[src/rtl/mult_arb_pkg.sv]
// Shared types and defaults for the round-robin multiplier-sharing arbiter.
// The optional WAIT watchdog is enabled with MULT_ARB_TIMEOUT_EN.
package mult_arb_pkg;

    typedef enum logic [1:0] {
        IDLE = 2'd0,
        LOAD = 2'd1,
        WAIT = 2'd2,
        DONE = 2'd3
    } arb_state_t;

    localparam int DEF_NREQ = 4;
    localparam int DEF_DW   = 8;

    // Wide enough to hold the watchdog limit itself.
    function automatic int timeoutCntWidth(input int timeoutCyc);
        return $clog2(timeoutCyc + 1);
    endfunction

endpackage

[src/rtl/mult_share_arbiter_rr_pick.sv]
// Combinational round-robin picker: first requester at or after the pointer, wrapping.
module rr_pick import mult_arb_pkg::*; #(
    parameter int NREQ = DEF_NREQ,
    parameter int IW   = $clog2(DEF_NREQ)
) (
    input  logic [NREQ-1:0] i_req,
    input  logic [IW-1:0]   i_ptr,
    output logic [NREQ-1:0] o_onehot,
    output logic [IW-1:0]   o_idx,
    output logic            o_any
);

    logic [IW-1:0] w_cand;

    // Scan from the farthest offset back to the pointer so the nearest request wins.
    always_comb begin
        o_onehot = '0;
        o_idx    = '0;
        o_any    = 1'b0;
        w_cand   = '0;
        for (int k = NREQ - 1; k >= 0; k--) begin
            w_cand = IW'((int'(i_ptr) + k) % NREQ);
            if (i_req[w_cand]) begin
                o_onehot         = '0;
                o_onehot[w_cand] = 1'b1;
                o_idx            = w_cand;
                o_any            = 1'b1;
            end
        end
    end

endmodule

[src/rtl/mult_share_arbiter.sv]
// Round-robin scheduler sharing one sequential multiplier between NREQ requesters.
// Define MULT_ARB_TIMEOUT_EN to add the WAIT-state watchdog (TIMEOUT_CYC cycles).
module mult_share_arbiter import mult_arb_pkg::*; #(
    parameter int NREQ        = DEF_NREQ,
    parameter int DW          = DEF_DW,
    parameter int TIMEOUT_CYC = 64
) (
    input  logic              clk,
    input  logic              reset,
    input  logic [NREQ-1:0]   req,
    input  logic [NREQ*DW-1:0] a_in,
    input  logic [NREQ*DW-1:0] b_in,
    output logic [NREQ-1:0]   gnt,
    output logic [NREQ-1:0]   done,
    output logic [NREQ-1:0]   err,
    output logic [2*DW-1:0]   res_out,
    output logic              busy,
    output logic              m_ld,
    output logic [DW-1:0]     m_a,
    output logic [DW-1:0]     m_b,
    input  logic              m_rdy,
    input  logic [2*DW-1:0]   m_res
);

    localparam int IW = $clog2(NREQ);

    if (NREQ < 2 || NREQ > 8 || TIMEOUT_CYC < 1) begin : g_badConfig
        $error("mult_share_arbiter: unsupported NREQ or TIMEOUT_CYC");
    end

    arb_state_t      r_state;
    logic [IW-1:0]   r_ptr;
    logic [IW-1:0]   r_idx;
    logic [NREQ-1:0] r_sel;
    logic [NREQ-1:0] r_gnt;
    logic [NREQ-1:0] r_done;
    logic [2*DW-1:0] r_res;
    logic [DW-1:0]   r_ma;
    logic [DW-1:0]   r_mb;
    logic            r_mld;

    logic [NREQ-1:0] w_pickOnehot;
    logic [IW-1:0]   w_pickIdx;
    logic            w_any;

`ifdef MULT_ARB_TIMEOUT_EN
    localparam int CW = timeoutCntWidth(TIMEOUT_CYC);
    logic [CW-1:0]   r_cnt;
    logic [NREQ-1:0] r_err;
`endif

    rr_pick #(
        .NREQ (NREQ),
        .IW   (IW)
    ) u_pick (
        .i_req    (req),
        .i_ptr    (r_ptr),
        .o_onehot (w_pickOnehot),
        .o_idx    (w_pickIdx),
        .o_any    (w_any)
    );

    // Strobes default low each cycle so gnt/m_ld live only in LOAD and done/err only in DONE.
    always_ff @(posedge clk or posedge reset) begin
        if (reset) begin
            r_state <= IDLE;
            r_ptr   <= '0;
            r_idx   <= '0;
            r_sel   <= '0;
            r_gnt   <= '0;
            r_done  <= '0;
            r_res   <= '0;
            r_ma    <= '0;
            r_mb    <= '0;
            r_mld   <= 1'b0;
`ifdef MULT_ARB_TIMEOUT_EN
            r_cnt   <= '0;
            r_err   <= '0;
`endif
        end else begin
            r_gnt  <= '0;
            r_done <= '0;
            r_mld  <= 1'b0;
`ifdef MULT_ARB_TIMEOUT_EN
            r_err  <= '0;
`endif
            case (r_state)
                IDLE: begin
                    if (w_any) begin
                        r_sel   <= w_pickOnehot;
                        r_idx   <= w_pickIdx;
                        r_ma    <= a_in[int'(w_pickIdx)*DW +: DW];
                        r_mb    <= b_in[int'(w_pickIdx)*DW +: DW];
                        r_gnt   <= w_pickOnehot;
                        r_mld   <= 1'b1;
                        r_state <= LOAD;
                    end
                end
                LOAD: begin
`ifdef MULT_ARB_TIMEOUT_EN
                    r_cnt   <= '0;
`endif
                    r_state <= WAIT;
                end
                WAIT: begin
                    if (m_rdy) begin
                        r_res   <= m_res;
                        r_done  <= r_sel;
                        r_state <= DONE;
                    end
`ifdef MULT_ARB_TIMEOUT_EN
                    else if (r_cnt == CW'(TIMEOUT_CYC - 1)) begin
                        r_res   <= '1;
                        r_done  <= r_sel;
                        r_err   <= r_sel;
                        r_state <= DONE;
                    end else begin
                        r_cnt <= r_cnt + 1'b1;
                    end
`endif
                end
                DONE: begin
                    r_ptr   <= (r_idx == IW'(NREQ - 1)) ? '0 : r_idx + 1'b1;
                    r_state <= IDLE;
                end
                default: r_state <= IDLE;
            endcase
        end
    end

    assign gnt     = r_gnt;
    assign done    = r_done;
    assign res_out = r_res;
    assign busy    = (r_state != IDLE);
    assign m_ld    = r_mld;
    assign m_a     = r_ma;
    assign m_b     = r_mb;

`ifdef MULT_ARB_TIMEOUT_EN
    assign err = r_err;
`else
    assign err = '0;
`endif

endmodule

[config.mk]
export PLATFORM = sky130hd
export DESIGN_NAME = mult_share_arbiter
export DESIGN_NICKNAME = d
export VERILOG_FILES = /design/src/rtl/mult_arb_pkg.sv /design/src/rtl/mult_share_arbiter_rr_pick.sv /design/src/rtl/mult_share_arbiter.sv
export SDC_FILE = /design/constraint.sdc
export NUM_CORES = 1
export LEC_CHECK = 0
export ABC_AREA = 1
export CORE_MARGIN = 1
export CORE_UTILIZATION = 43
export DETAILED_ROUTE_END_ITERATION = 10
export PLACE_DENSITY_LB_ADDON = 0.05
export SYNTH_ARGS = -nofsm -noshare
export SYNTH_HDL_FRONTEND = slang
export SYNTH_SLANG_ARGS = --single-unit
[constraint.sdc]
create_clock -name clk -period 2.15 [get_ports clk]
set_input_delay 0.5375 -clock clk [delete_from_list [all_inputs] [get_ports clk]]
set_output_delay 0.5375 -clock clk [all_outputs]
set_load 0.03 [all_outputs]
==> out/metrics.csv <==
metric;value;unit
number of fillers in the final layout;597;
clk_lat worst skew;310;ps
clock transition at the registers of the reported paths;110;ps
Cells after DPL;648;
TritonRoute pass-1 iters;4;
synthesized cell area;3173;sq um
Initial Utilization;45.69;%
Seq pwr share;20.7;%
net switching power;3.732;mW
DRC Markers;0;
most frequent CP cell;inv_1;
CTS buffer count;5;
dpl cell area;4701;sq um
fin. max-slew vios;0;
Final Core Density;69.14;%
# diodes;0;
most frequent cells in the layout;clkdlybuf4s50_1, nand2_1, inv_1;
Synth Instances;420;
Area growth syn-to-layout;51.30;%
RSZ-0062 raised after global routing;false;
Seq/Total Area, Yosys;40.22;%
final instance area;4801;sq um
final setup fails;0;
Finished Layout Cells;656;
Cell Int Power;3.982;mW
Rows;30;
Root Buffer;clkbuf_8;
Die Ht;87.90;microns
Final Hold Viols;0;
first-pass GRT wire length;13470;microns
Routed WL;7975;microns
Synth Flop Type;dfrtp_1;
arrival time worst endpoint;1440;ps
HPWL after DPL;6365;microns
crit-path max cell delay;400;ps
layout cells sized above 1;12.14;%
CP Buf/Inv Count;3;
commonest non-fill, non-tap cell in the layout;clkdlybuf4s50_1;
CP startpoint kind;flop;
via count;3083;
maxcap violations;0;
PortBufs;128;
Synth cell types;25;
H-tree depth;2;
Vias per Instance;4.700;
Combinational Power Share;71.7;%
status;finished, final reports clean;
FMAX;506.9;MHz
core footprint;6944;sq um
Die Wd;87.90;microns
YS warnings;0;
setup_tns;0;ps
Data required, critical path;1610;ps
slowest cell on the critical path;dlygate4sd2_1;
CP top delay family;buffers and inverters;
initial antenna violation count;0;
CTS Buffer Depth;2;
Clk pwr share;7.6;%
EDFF count, synth;0;
fin nets;655;
cells along the critical path;inv_1 > ha_1 > inv_1 > dlygate4sd2_1;
CP Max Fanout;3;
GPL Wtd Cong;0.9089;
# IOs;133;
pwr dens;1607;nW/um^2
vias in the first global route;3014;
leakage;2.452;nW
Async SR Flop Fraction;100.0;%
worst setup path class;reg -> out;
wire per inst;12.16;microns
largest net degree at the start of global routing;52;
Global Route Usage Sum;22.12;%
worst hold path class;reg -> reg;
gr ovfl total;0;
Post-DRT Antenna Nets;0;
die area;7726;sq um
CTS tree;yes;
synthesized area per cell;7.555;sq um
maximum VDD drop;762.3;uV
Tcrit/Tclk final;91.75;%
Sink Count;51;
crit path time final;1973;ps
Clock Skews;8.178;ps
sw frac;48.38;%
synthesized flop and latch total;51;
Crit. End Element;output port;
1st-iter DRT viols;119;
[power by group through the flow]
stage          combinational, mW  clock [mW]  sequential, mW
3_5_place_dp                5.54           0            1.63
4_1_cts                     5.56       0.608            1.60
2_1_floorplan               2.93           0            2.30
3_3_place_gp                5.46           0            1.60
6_report                    5.53       0.588            1.60
5_1_grt                     6.11       0.648            1.66
[metal layers]
layer	global-route usage [%]	vias to the layer above	share of wire [%]	wire, microns
li1	-	1570	-	-
met1	28.62	1369	44	3500
met2	36.79	132	47	3766
met3	4.995	12	7.3	582
met4	6.855	0	1.6	126
met5	0	-	0	0
[state kept, by name (all words and copies together), names as in the netlist]
| name | cells |
|---|---|
| m_a | 8 |
| r_state | 2 |
| m_ld | 1 |
| r_ptr | 2 |
| r_sel | 4 |
| r_idx | 2 |
| m_b | 8 |
| res_out | 16 |
| done | 4 |
| gnt | 4 |
[per-stage QoR]
| stage | setup slack (ps) | hold WS, ps | power, mW |
|---|---|---|---|
| finish | 177.3 | 486.8 | 7.714 |
| detailed placement | -136.9 | 464.4 | 7.169 |
| global placement | -101.5 | 462.1 | 7.060 |
| CTS | 158.6 | 490.8 | 7.775 |
| global route | 19.63 | 497.9 | 8.415 |
| floorplan | 230.8 | 457.2 | 5.228 |
[synthesized netlist by cell type, types with 4 or more instances]
library cell | n | area share (%)
buf_4 | 5 | 1.2
a21oi_1 | 5 | 0.79
nand3_1 | 54 | 8.5
o21ai_0 | 9 | 1.4
ha_1 | 9 | 3.5
buf_2 | 11 | 1.7
nand3b_1 | 16 | 3.8
buf_6 | 4 | 1.4
a211oi_1 | 4 | 0.95
inv_1 | 72 | 8.5
nand3_2 | 5 | 1.6
inv_2 | 4 | 0.47
nor2_1 | 14 | 1.7
nand2_1 | 124 | 15
nand2_2 | 6 | 1.2
dfrtp_1 | 51 | 40
mux2_2 | 16 | 5.7
[cells by family after synthesis]
| group | Yosys count | synth area share [%] |
|---|---|---|
| flops | 51 | 40.22 |
| simple gates | 222 | 32.65 |
| fa+ha+maj | 9 | 3.549 |
| other cells | 1 | 0.1182 |
| buf+inv | 98 | 13.56 |
| mux | 16 | 5.678 |
| compound gates | 23 | 4.219 |
[layout make-up]
type	instances	area [sq um]	share of cell area [%]
Timing Repair Buffer	151	1540	32.08
Multi-Input combinational cell	274	1481	30.86
Sequential cell	51	1276	26.58
Inverter	76	285.3	5.942
Tap cell	96	120.1	2.502
Clock buffer	5	68.82	1.433
Clock inverter	3	28.78	0.5994
[worst reg2reg max path: cells and delay by family (launching register included)]
family,cells,cell delay [ps]
flip-flops,1,370
buffers and inverters,4,360
adder cells (fa/ha/maj),1,330
AND/OR/NAND/NOR,10,800
[path summary, 6_finish.rpt]
kind                                         from            endpoint  slack (ps)  cells after the start
min in group asynchronous                   reset  m_b[4]$_DFFE_PP0P_         600                      3
max                        r_state[0]$_DFFE_PP0P_                busy         180                      4
min reg2reg                    m_b[0]$_DFFE_PP0P_  m_b[0]$_DFFE_PP0P_         490                      2
min                            m_b[0]$_DFFE_PP0P_  m_b[0]$_DFFE_PP0P_         490                      2
max reg2reg                  r_ptr[0]$_DFFE_PP0N_  m_b[6]$_DFFE_PP0P_         180                     15
max in group asynchronous                   reset    gnt[1]$_DFF_PP0_        1330                      3
[repair_timing]
item                       CTS  global route
gates cloned                 0             0
setup endpoints to repair    1             1
resized for setup            1             1
setup buffers                0             0
hold buffers                 0             0
Power figures use the tool's default switching activity.
